File: config.mk
export PLATFORM = sky130hd
export DESIGN_NAME = spectrum_log_mag
export DESIGN_NICKNAME = d
export VERILOG_FILES = /design/src/rtl/spectrum_log_mag.sv
export SDC_FILE = /design/constraint.sdc
export NUM_CORES = 1
export LEC_CHECK = 0
export CORE_UTILIZATION = 43
export CTS_CLUSTER_DIAMETER = 60
export DETAILED_ROUTE_END_ITERATION = 6
export GPL_TIMING_DRIVEN = 0
export PLACE_DENSITY_LB_ADDON = 0.15
export SLEW_MARGIN = 25
export SYNTH_ARGS = -nofsm -noshare
export SYNTH_HDL_FRONTEND = slang
export SYNTH_SLANG_ARGS = --single-unit
File: constraint.sdc
create_clock -name clk -period 8.11 [get_ports clk]
set_clock_uncertainty 0.1 [all_clocks]
set_input_delay 1.622 -clock clk [delete_from_list [all_inputs] [get_ports clk]]
set_output_delay 1.622 -clock clk [all_outputs]
set_load 0.1 [all_outputs]
File: src/rtl/spectrum_log_mag.sv
// FFT bin stream to 8-bit log2 magnitude-squared codes for the waterfall buffer.
// Four-stage pipeline: square, sum, leading-one log, floor/gain; first OUT_BINS bins per frame kept.

module spectrum_log_code #(
    parameter int MW = 32
) (
    input  logic [MW-1:0] mag2,
    output logic [7:0]    code
);
    // mag2 shifted up by 3 so the three bits under any leading one are addressable
    logic [MW+1:0] ext;
    int            p;
    logic [2:0]    frac;
    int            cv;

    assign ext = {mag2[MW-2:0], 3'b000};

    always_comb begin
        p    = 0;
        frac = 3'b000;
        for (int i = 0; i < MW; i++) begin
            if (mag2[i]) begin
                p    = i;
                frac = {ext[i+2], ext[i+1], ext[i]};
            end
        end
        cv   = 8 * p + int'(frac);
        code = (cv > 255) ? 8'hFF : cv[7:0];
    end
endmodule

module spectrum_log_mag #(
    parameter int N_FFT      = 1024,
    parameter int OUT_BINS   = 512,
    parameter int IN_WIDTH   = 16,
    parameter int FLOOR      = 0,
    parameter int GAIN_SHIFT = 0
) (
    input  logic                       clk,
    input  logic                       rst_n,
    input  logic signed [IN_WIDTH-1:0] fft_re,
    input  logic signed [IN_WIDTH-1:0] fft_im,
    input  logic                       fft_valid,
    input  logic                       fft_last,
    output logic [7:0]                 log_out,
    output logic                       log_valid,
    output logic                       log_last,
    output logic                       frame_err
);
    localparam int MW     = 2 * IN_WIDTH;
    localparam int BW     = (N_FFT > 1) ? $clog2(N_FFT) : 1;
    localparam int STAGES = 4;

    localparam logic [BW:0]   OUT_LIM = (BW+1)'(OUT_BINS);
    localparam logic [BW-1:0] OUT_END = BW'(OUT_BINS - 1);
    localparam logic [BW-1:0] BIN_END = BW'(N_FFT - 1);

    logic [BW-1:0] in_bin;
    logic          bin_end;
    logic          in_fwd;
    logic          in_last;
    logic          in_err;

    // Flags ride alongside the data; bit STAGES-1 is the output slot
    logic [STAGES-1:0] vld_pipe;
    logic [STAGES-1:0] last_pipe;
    logic [STAGES-1:0] err_pipe;

    logic signed [MW-1:0] re_x, im_x;
    logic [MW-1:0]        sq_re, sq_im;
    logic [MW-1:0]        mag2;
    logic [7:0]           code_c, code_q;
    logic [7:0]           lvl;
    int                   scaled;

    assign bin_end = (in_bin == BIN_END);
    assign in_fwd  = fft_valid && ({1'b0, in_bin} < OUT_LIM);
    assign in_last = in_fwd && (fft_last || (in_bin == OUT_END));
    // Short frame (early last) and long frame (missing last) both flag here
    assign in_err  = fft_valid && (fft_last != bin_end);

    always_ff @(posedge clk or negedge rst_n) begin
        if (!rst_n) begin
            in_bin    <= '0;
            vld_pipe  <= '0;
            last_pipe <= '0;
            err_pipe  <= '0;
            log_out   <= '0;
        end else begin
            if (fft_valid)
                in_bin <= (fft_last || bin_end) ? '0 : in_bin + 1'b1;
            vld_pipe  <= {vld_pipe[STAGES-2:0], in_fwd};
            last_pipe <= {last_pipe[STAGES-2:0], in_last};
            err_pipe  <= {err_pipe[STAGES-2:0], in_err};
            if (vld_pipe[STAGES-2])
                log_out <= lvl;
        end
    end

    assign log_valid = vld_pipe[STAGES-1];
    assign log_last  = last_pipe[STAGES-1];
    assign frame_err = err_pipe[STAGES-1];

    assign re_x = MW'(fft_re);
    assign im_x = MW'(fft_im);

    // Datapath needs no reset: qualified by the flag pipes above
    always_ff @(posedge clk) begin
        sq_re  <= $unsigned(re_x * re_x);
        sq_im  <= $unsigned(im_x * im_x);
        mag2   <= sq_re + sq_im;
        code_q <= code_c;
    end

    spectrum_log_code #(.MW(MW)) u_code (
        .mag2 (mag2),
        .code (code_c)
    );

    always_comb begin
        scaled = 0;
        lvl    = 8'h00;
        if (int'(code_q) > FLOOR) begin
            scaled = (int'(code_q) - FLOOR) <<< GAIN_SHIFT;
            lvl    = (scaled > 255) ? 8'hFF : scaled[7:0];
        end
    end
endmodule

# After elaboration in Yosys (flattened, before gate mapping)
# Cells that the tools add are included.
[word_totals]
regBits = 134
wordCells = 91
input_bits = 36
output_inout_bits = 11
[op_classes]
n_mul = 2
add_sub_neg = 3
mux = 65
eq_ne = 3
reduce_logical = 5
magnitude_cmp = 4
[op_table]
columns = ["cell", "n"]
rows = [
  ["$mux 3", 35],
  ["$mux 5", 16],
  ["$mul 16x16->32", 2],
  ["$add 32x32->32", 1],
  ["$gt 32x9->1 const B", 1],
  ["$mux 4", 8],
  ["$mux 8", 2],
  ["$add 10x1->10 const B", 1],
  ["$eq 10x10->1 const B", 1],
  ["$eq 10x9->1 const B", 1],
  ["$lt 10x10->1 const B", 1],
  ["$mux 10", 1],
  ["$add 8x3->9", 1],
  ["$gt 8x1->1 const B", 1],
  ["$gt 8x8->1 const B", 1],
  ["$mux 2", 2],
  ["$logic_and 1x1->1", 3],
  ["$logic_or 1x1->1", 2],
  ["$mux 1", 1],
  ["$ne 1x1->1", 1],
]

# Longest topological paths before layout
# Gate-level depths: netlist of the first run.
[depth]
ltp_word = 33
ltp_mapped = 25
depth_no_buf = 23

# Hierarchy
# Synthesis of the first run repeated with hierarchy kept, for this count alone.
[hier_totals]
hier_cells = 2601
area_unflattened_um2 = 23719.0
[by_module_without_submodules]
columns = ["module", "cells_per_inst", "seq_area_each_um2", "n_inst", "area_per_inst_um2"]
rows = [
  ["spectrum_log_mag", 2370, 2792.7, 1, 22439.0],
  ["spectrum_log_code", 231, 0.0, 1, 1280.0],
]

# Worst setup path before layout of the first run
# No wires, ideal clock.
[synth_path]
kind = "input-to-reg"
from = "input port fft_im[2]"
to = "register sq_im[30]"
path_stages = 23
setup_ps = 127
arrival_ps = 7157
n_path_buf = 2
path_slack_ps = 727
cell_sequence = "clkbuf_1 > clkbuf_1 > nand2_1 > inv_1 > fa_1 > inv_1 > fa_1 > fa_1 > fa_1 > inv_1 > fa_1 > inv_1 > fa_1 > inv_1 > ha_1 > and3_1 > a221oi_1 > a21bo_2 > a31o_2 > o221ai_1 > o41ai_2 > o21ai_0 > xor2_1"
[synth_between]
elab_chain_len = 1
[synth_rtl]
columns = ["item", "line_no", "rtl"]
rows = [
  ["start: declaration", "42", "input logic signed [IN_WIDTH-1:0] fft_im,"],
  ["$mul 16x16->32", "110", "sq_im <= $unsigned(im_x * im_x);"],
  ["end signal: assignment", "110", ""],
  ["end: declaration", "70", "logic [MW-1:0] sq_re, sq_im;"],
]
# Every way passes these cells.
# A chain may end at the register's enable or synchronous reset.

# Worst setup path after layout of the first run
[layout_path]
from = "input port fft_im[6]"
to = "register sq_im[30]"
# Same word-level chain as after synthesis.

==> summary.md, run 1 <==
| Metric | Value |
|---|---|
| Worst slack at placement | -0.757 ns |
| Total wirelength of the detailed-routed design | 49,700 um |
| Crit path DAT | 8.08 ns |
| Maximum number of pins on one net before global-route repair | 31 |
| Number of I/O pins | 47 |
| Transition time at the pin with the least slew margin | 0.967 ns |
| First-pass GRT wire length | 86,100 um |
| DR iter-0 viols | 780 |
| Area of the multi-input gates | approximately 18,000 um^2 |
| Max-cap violations | 0 |
| Worst-path clk slew | roughly 0.06 ns |
| Mapped Area | about 23,000 um^2 |
| Async SR Flop Fraction | 0.227 |
| # placed instances | 3,211 |
| Amount of wire on met2 after detailed routing | 25,600 um |
| Worst Path Required | 8.36 ns |
| Initial Utilization | 0.438 |
| Classification of the worst setup path | primary input to flip-flop |
| Share of post-route cells with drive strength above 1 | 0.0406 |
| Result of the run | finished, violations left |
| Top flip-flop cell by instance count after synthesis | sky130_fd_sc_hd__dfxtp_1 |
| Top layer in use | met4 |
| First-pass iteration count of the detailed router | 7 |
| Number of enable-type register cells in the synthesized netlist | 0 |
| Post-Syn Nets | ~3,200 |
| Metal-1 WL | about 22,000 um |
| Routed length on met3 | 1820 um |
| Mean instance size in the synthesized netlist | slightly above 9 um^2 |
| I/O Buffers | 39 |
| Failing checks | design-rule violations |
| Largest fanout on the critical path | 10 |
| Final instance count without filler cells | approximately 3,200 |
| Cell area reported after detailed placement | 24,400 um^2 |
| Clock tree from TritonCTS | built |
| Total die area | 54,800 um^2 |
| Cell Rows | 84 |
| Placer's final routability congestion estimate | 0.887 |
| Final hold viol count | 0 |
| Most common cell after layout, fill and taps aside | sky130_fd_sc_hd__inv_1 |
| Commonest cells after routing, fill and taps aside | sky130_fd_sc_hd__inv_1, sky130_fd_sc_hd__fa_1, sky130_fd_sc_hd__ha_1 |
| Number of endpoints failing setup at the final stage | 0 |
| Max Clk Rate | 128 MHz |
| Number of sinks driven by the clock tree | 132 |
| Ys Warns | 0 |
| Total via count after detailed routing | 16,400 |
| Kind of path behind the tightest hold check | flip-flop to flip-flop |
| Routed wire length per instance | 15.3 um |
| Period utilisation layout | 0.966 |
| Number of cells on the worst reg-to-reg path | 9 |
| CTS Root Cell | sky130_fd_sc_hd__clkbuf_16 |
| Rel. slew slack | 0.353 |
| Total count of max-transition violations in the final report | 0 |
| Core Area | 52,900 um^2 |
| Filler instances | roughly 5,100 |
| Synthesis-stage register bit count | approximately 130 |
| H-tree levels | 4 |
| Fin nets | 3,260 |
| Detail-routed via count per cell | 5.04 |
| Antenna violations before repair | 1 |
| Tot GR Track Use | 0.199 |
| Count of different cell masters after synthesis | 69 |
| Antenna cells | 0 |
| Design Area, Final | between 20,000 and 30,000 um^2 |
| FF/Latch Area | around 2800 um^2 |
| Vias in the first global route | 17,700 |
| Number of clock buffers inserted by TritonCTS | 17 |
| Setup slack after layout | 0.278 ns |
| Post-detailed-route DRC marker count | 14 |
| Setup_tns | 0 ns |
| Flop-to-flop setup slack | 5.26 ns |
| Type of element capturing the critical path | flip-flop |
| Share of the yosys chip area belonging to registers | 0.121 |
| ANT nets after route | 0 |
| Die X-Extent | 234 um |
| Die boundary height | roughly 230 um |
| Half-perimeter wire length after placement | 43,100 um |
| Startpoint class of the critical path | primary input |
| Clock period minus worst slack | roughly 7.8 ns |
| Syn-to-layout area delta | 8.58% |
| Worst hold path stage count | 0 |
| Buffer depth of the longest clock path | 2 |
| Cell count after synthesis | 2,484 |
| Clock latency on the worst-skew pair | 0.43 ns |
| Total grt overflow | 0 |
[worst max-delay path, cell delays in order]
cell and delay (ns):
sky130_fd_sc_hd__clkdlybuf4s50_1 0.72, sky130_fd_sc_hd__buf_2 0.36, sky130_fd_sc_hd__nand2_1 0.16, sky130_fd_sc_hd__fa_1 0.53, sky130_fd_sc_hd__inv_1 0.05, sky130_fd_sc_hd__fa_1 0.47, sky130_fd_sc_hd__inv_1 0.05, sky130_fd_sc_hd__fa_1 0.50
sky130_fd_sc_hd__inv_1 0.05, sky130_fd_sc_hd__fa_1 0.53, sky130_fd_sc_hd__inv_1 0.05, sky130_fd_sc_hd__fa_1 0.47, sky130_fd_sc_hd__inv_1 0.05, sky130_fd_sc_hd__fa_1 0.44, sky130_fd_sc_hd__ha_1 0.36, sky130_fd_sc_hd__nand2_1 0.07
sky130_fd_sc_hd__a21oi_1 0.16, sky130_fd_sc_hd__a21bo_2 0.27, sky130_fd_sc_hd__a31o_2 0.30, sky130_fd_sc_hd__o221ai_2 0.24, sky130_fd_sc_hd__o41ai_2 0.12, sky130_fd_sc_hd__buf_4 0.15, sky130_fd_sc_hd__o21ai_0 0.20, sky130_fd_sc_hd__xor2_1 0.17
[cell type report]
class / count / share of cell area
clock inverter: 13 / 0.00498
timing repair buffer: 44 / 0.0181
clock buffer: 19 / 0.0176
buffer: 65 / 0.0113
sequential: 132 / 0.111
multi-input combinational: 1627 / 0.704
tap: 688 / 0.0343
inverter: 660 / 0.0988
[cell families (layout without fill, tap and decap cells)]
group | Yosys count | after routing | synth area share
AO/OA/AOI/OAI | 310 | 310 | 0.0885
XOR/XNOR | 102 | 102 | 0.0386
adder cells (fa/ha/maj) | 677 | 677 | 0.522
buffers and inverters | 725 | 801 | 0.118
flip-flops | 132 | 132 | 0.121
multiplexers | 11 | 11 | 0.00530
AND/OR/NAND/NOR | 527 | 527 | 0.108
[layer usage]
layer / track usage / vias to the layer above
li1: - / 7685
met1: 0.268 / 8373
met2: 0.350 / 278
met3: 0.0216 / 34
met4: 0.0286 / 0
met5: 0 / -
[final timing paths]
check,from,endpoint
worst max-delay path,fft_im[6],sq_im[30]
worst min-delay path,last_pipe[1],last_pipe[2]
worst max register to register,sq_re[9],mag2[31]
worst min register to register,last_pipe[1],last_pipe[2]
max in group asynchronous,rst_n,in_bin[8]
min in group asynchronous,rst_n,log_out[0]
[sequential cells by signal, indices dropped and copies added (netlist names)]
signal,count
sq_im,31
vld_pipe,4
mag2,32
sq_re,31
in_bin,10
last_pipe,4
err_pipe,4
log_out,8
code_q,8
[metrics by stage]
step / hold WS [ns] / util
after floorplan: 0.231 / -
after global placement: 0.234 / 0.461
after detailed placement: 0.236 / 0.461
after CTS: 0.254 / 0.473
after global routing: 0.255 / 0.475
final: 0.251 / 0.475
[cells in the mapped netlist (4+ instances only)]
cell,count,area share
sky130_fd_sc_hd__or3_1,5,0.0014
sky130_fd_sc_hd__or2_2,5,0.0014
sky130_fd_sc_hd__o221ai_1,4,0.0015
sky130_fd_sc_hd__o21a_1,13,0.0042
sky130_fd_sc_hd__nor3_1,17,0.0037
sky130_fd_sc_hd__a211o_1,4,0.0015
sky130_fd_sc_hd__and2_1,91,0.025
sky130_fd_sc_hd__mux2_2,10,0.0049
sky130_fd_sc_hd__a21oi_1,88,0.019
sky130_fd_sc_hd__a31oi_1,10,0.0027
sky130_fd_sc_hd__nand2_1,184,0.030
sky130_fd_sc_hd__nand2b_1,27,0.0073
sky130_fd_sc_hd__nor4_1,5,0.0014
sky130_fd_sc_hd__o211ai_1,6,0.0019
sky130_fd_sc_hd__a21boi_0,4,0.0013
sky130_fd_sc_hd__nand3_1,30,0.0065
sky130_fd_sc_hd__nor2_1,119,0.019
sky130_fd_sc_hd__dfrtp_1,30,0.032
sky130_fd_sc_hd__inv_1,657,0.11
sky130_fd_sc_hd__a21o_1,27,0.0088
sky130_fd_sc_hd__dfxtp_1,102,0.088
sky130_fd_sc_hd__nand4_1,7,0.0019
sky130_fd_sc_hd__and3_1,15,0.0041
sky130_fd_sc_hd__xor2_1,30,0.011
sky130_fd_sc_hd__nor2b_1,16,0.0043
sky130_fd_sc_hd__o21bai_1,14,0.0045
sky130_fd_sc_hd__ha_1,197,0.11
sky130_fd_sc_hd__a211oi_1,21,0.0068
sky130_fd_sc_hd__o31ai_1,13,0.0042
sky130_fd_sc_hd__o21ai_0,54,0.012
sky130_fd_sc_hd__a22o_1,4,0.0015
sky130_fd_sc_hd__o22ai_1,9,0.0024
sky130_fd_sc_hd__fa_1,480,0.42
sky130_fd_sc_hd__clkbuf_1,65,0.011
sky130_fd_sc_hd__xnor2_1,72,0.027
[repair_timing]
action / in CTS / in global routing
resized for setup: 19 / 54
hold buffers: 0 / 0
setup buffers: 0 / 5
endpoints found under the setup margin: 8 / 14
pin swaps: 0 / 2
Power of run 1 is left out: the tool's default activity adds up to more than one toggle a clock period on the data nets, which glitch-free logic cannot reach.
==> run 2, diff against run 1 <==
Settings changed: CELL_PAD_IN_SITES_DETAIL_PLACEMENT set to 2, CELL_PAD_IN_SITES_GLOBAL_PLACEMENT set to 2.
==> summary.md, run 2 (synthesized netlist as in run 1, its figures left out) <==
| Metric | Value |
|---|---|
| Result of the run | finished clean |
| Number of clock buffers inserted by TritonCTS | 17 (unchanged) |
| Fin nets | 3,262 (+0.061%) |
| First-pass iteration count of the detailed router | 7 (unchanged) |
| Transition time at the pin with the least slew margin | 0.996 ns (+0.0290 ns) |
| H-tree levels | 4 (unchanged) |
| Post-detailed-route DRC marker count | 0 (-14) |
| Total count of max-transition violations in the final report | 0 (unchanged) |
| Launching point of the worst reg2reg path | sq_im[4] |
| Clock period minus worst slack | 7.90 ns (+0.0687 ns) |
| Largest registers | mag2: 32 flops, sq_im: 31 flops, sq_re: 31 flops |
| Vias in the first global route | 21,000 (+19%) |
| Setup_tns | 0 ns (unchanged) |
| Tot GR Track Use | 0.265 (+0.0659) |
| Buffer depth of the longest clock path | 2 (unchanged) |
| Largest fanout on the critical path | 10 (unchanged) |
| Max Clk Rate | 127 MHz (-0.87%) |
| Worst Path Required | 8.33 ns (-0.03 ns) |
| CTS Root Cell | sky130_fd_sc_hd__clkbuf_16 |
| Placer's final routability congestion estimate | 0.843 (-4.9%) |
| Commonest cells after routing, fill and taps aside | sky130_fd_sc_hd__inv_1, sky130_fd_sc_hd__fa_1, sky130_fd_sc_hd__ha_1 |
| Core Area | 52,900 um^2 (unchanged) |
| Rel. slew slack | 0.334 (-0.0194) |
| Number of I/O pins | 47 (unchanged) |
| Antenna cells | 0 (unchanged) |
| Total grt overflow | 0 (unchanged) |
| Number of cells on the worst reg-to-reg path | 9 (unchanged) |
| Flop-to-flop setup slack | 5.05 ns (-0.21 ns) |
| Endpoint of the most critical setup path | sq_im[29] |
| Clock tree from TritonCTS | built |
| Kind of path behind the tightest hold check | flip-flop to flip-flop |
| Number of sinks driven by the clock tree | 132 (unchanged) |
| Die boundary height | 234 um (unchanged) |
| Clock latency on the worst-skew pair | 0.43 ns (about the same) |
| Endpoint of the worst register-to-register path | mag2[27] |
| Number of endpoints failing setup at the final stage | 0 (unchanged) |
| FF/Latch Area | 2790 um^2 (unchanged) |
| Total via count after detailed routing | 17,100 (+4.7%) |
| Die X-Extent | 234 um (unchanged) |
| Quantity of hold-fixing buffers added after cts | 0 (unchanged) |
| Setup repair after global routing missed its margin | true |
| Syn-to-layout area delta | 9.05% |
| Detail-routed via count per cell | 5.27 (+4.6%) |
| Final hold viol count | 0 (unchanged) |
| Origin of the worst setup path | fft_im[9] |
| Initial Utilization | 0.438 (unchanged) |
| Routed wire length per instance | 21.1 um (+38%) |
| Maximum number of pins on one net before global-route repair | 25 (-19%) |
| First-pass GRT wire length | 111,000 um (+29%) |
| Filler instances | 5,655 (+11%) |
| Startpoint class of the critical path | primary input |
| ANT nets after route | 0 (unchanged) |
| Register with the most flip-flops | mag2 |
| Max-cap violations | 0 (unchanged) |
| I/O Buffers | 39 (unchanged) |
| Antenna violations before repair | 1 (unchanged) |
| Crit path DAT | 8.12 ns (+0.04 ns) |
| Classification of the worst setup path | primary input to flip-flop |
| Cell Rows | 84 (unchanged) |
| Period utilisation layout | 0.974 (+0.00848) |
| DR iter-0 viols | 590 (-24%) |
| Total die area | 54,800 um^2 (unchanged) |
| Type of element capturing the critical path | flip-flop |
| Max reg flops | 32 (unchanged) |
| Area of the multi-input gates | 17,700 um^2 (+0.25%) |
| Worst-path clk slew | 0.06 ns (about the same) |
| Total wirelength of the detailed-routed design | 68,600 um (+38%) |
| Share of post-route cells with drive strength above 1 | 0.0476 (+0.00699) |
| Most common cell after layout, fill and taps aside | sky130_fd_sc_hd__inv_1 |
| Half-perimeter wire length after placement | 58,900 um (+36%) |
[run 2: changes by cell type in the layout (fill, tap and decap cells not counted), sizes merged]
| cell | previous run | this run |
|---|---|---|
| clkdlybuf4s15 | 0 | 1 |
| bufinv | 1 | 2 |
| clkinv | 7 | 5 |
| dlymetal6s2s | 8 | 4 |
| inv | 662 | 664 |
| dlygate4sd2 | 0 | 3 |
| clkdlybuf4s50 | 30 | 29 |
| buf | 11 | 13 |
[run 2: metrics by stage]
stage | worst slack, ns | hold slack (ns) | area, um^2 | std cells | util
after floorplan | 0.727 | 0.231 | 23100 | 2484 | -
after global placement | -0.845 | 0.233 | 24400 | 3211 | 0.461
after detailed placement | -1.04 | 0.240 | 24400 | 3212 | 0.462
after CTS | 0.0221 | 0.255 | 25100 | 3245 | 0.475
after global routing | -0.0942 | 0.265 | 25200 | 3250 | 0.477
final | 0.209 | 0.252 | 25200 | 3250 | 0.477
[run 2: worst min-delay path by stage]
| stage | from | endpoint | cells past startpoint |
|---|---|---|---|
| final | last_pipe[1] | last_pipe[2] | 0 |
| after global routing | err_pipe[1] | err_pipe[2] | 0 |
| after CTS | vld_pipe[1] | vld_pipe[2] | 0 |
| after detailed placement | last_pipe[1] | last_pipe[2] | 0 |
| after global placement | err_pipe[1] | err_pipe[2] | 0 |
| after floorplan | err_pipe[0] | err_pipe[1] | 0 |
[run 2: final cells by class]
class / instances / share of cell area
clock inverter: 14 / 0.00654
sequential: 132 / 0.111
buffer: 65 / 0.0121
multi-input combinational: 1627 / 0.703
inverter: 660 / 0.0983
timing repair buffer: 46 / 0.0182
clock buffer: 18 / 0.0174
tap: 688 / 0.0341
[run 2: repair_timing]
item,4_1_cts,5_1_grt
gates resized for setup,49,47
pin swaps,1,3
cloned,0,0
endpoints found under the setup margin,22,11
buffers inserted,1,5
[run 2: routing by layer]
layer  GRT usage  share of wire  vias up
met5           0              0        -
met4      0.0625          0.020        0
li1            -              -     7669
met1       0.306           0.39     9092
met2       0.515           0.56      279
met3      0.0282          0.028      101
[run 2: critical path: stages]
cell and delay [ns]:
sky130_fd_sc_hd__dlygate4sd2_1 0.41, sky130_fd_sc_hd__clkbuf_2 0.31, sky130_fd_sc_hd__nand2_1 0.17, sky130_fd_sc_hd__inv_1 0.08, sky130_fd_sc_hd__fa_1 0.55, sky130_fd_sc_hd__inv_1 0.07
sky130_fd_sc_hd__fa_1 0.57, sky130_fd_sc_hd__fa_1 0.47, sky130_fd_sc_hd__fa_1 0.56, sky130_fd_sc_hd__inv_1 0.05, sky130_fd_sc_hd__fa_1 0.48, sky130_fd_sc_hd__inv_1 0.05
sky130_fd_sc_hd__fa_1 0.47, sky130_fd_sc_hd__inv_1 0.05, sky130_fd_sc_hd__ha_1 0.38, sky130_fd_sc_hd__nand3_1 0.10, sky130_fd_sc_hd__a21oi_1 0.25, sky130_fd_sc_hd__a311oi_2 0.13
sky130_fd_sc_hd__buf_4 0.17, sky130_fd_sc_hd__o21ai_1 0.50, sky130_fd_sc_hd__a211oi_2 0.22, sky130_fd_sc_hd__o21bai_1 0.20, sky130_fd_sc_hd__a21oi_1 0.10, sky130_fd_sc_hd__xnor2_1 0.13
Power of run 2 is left out for the same reason.
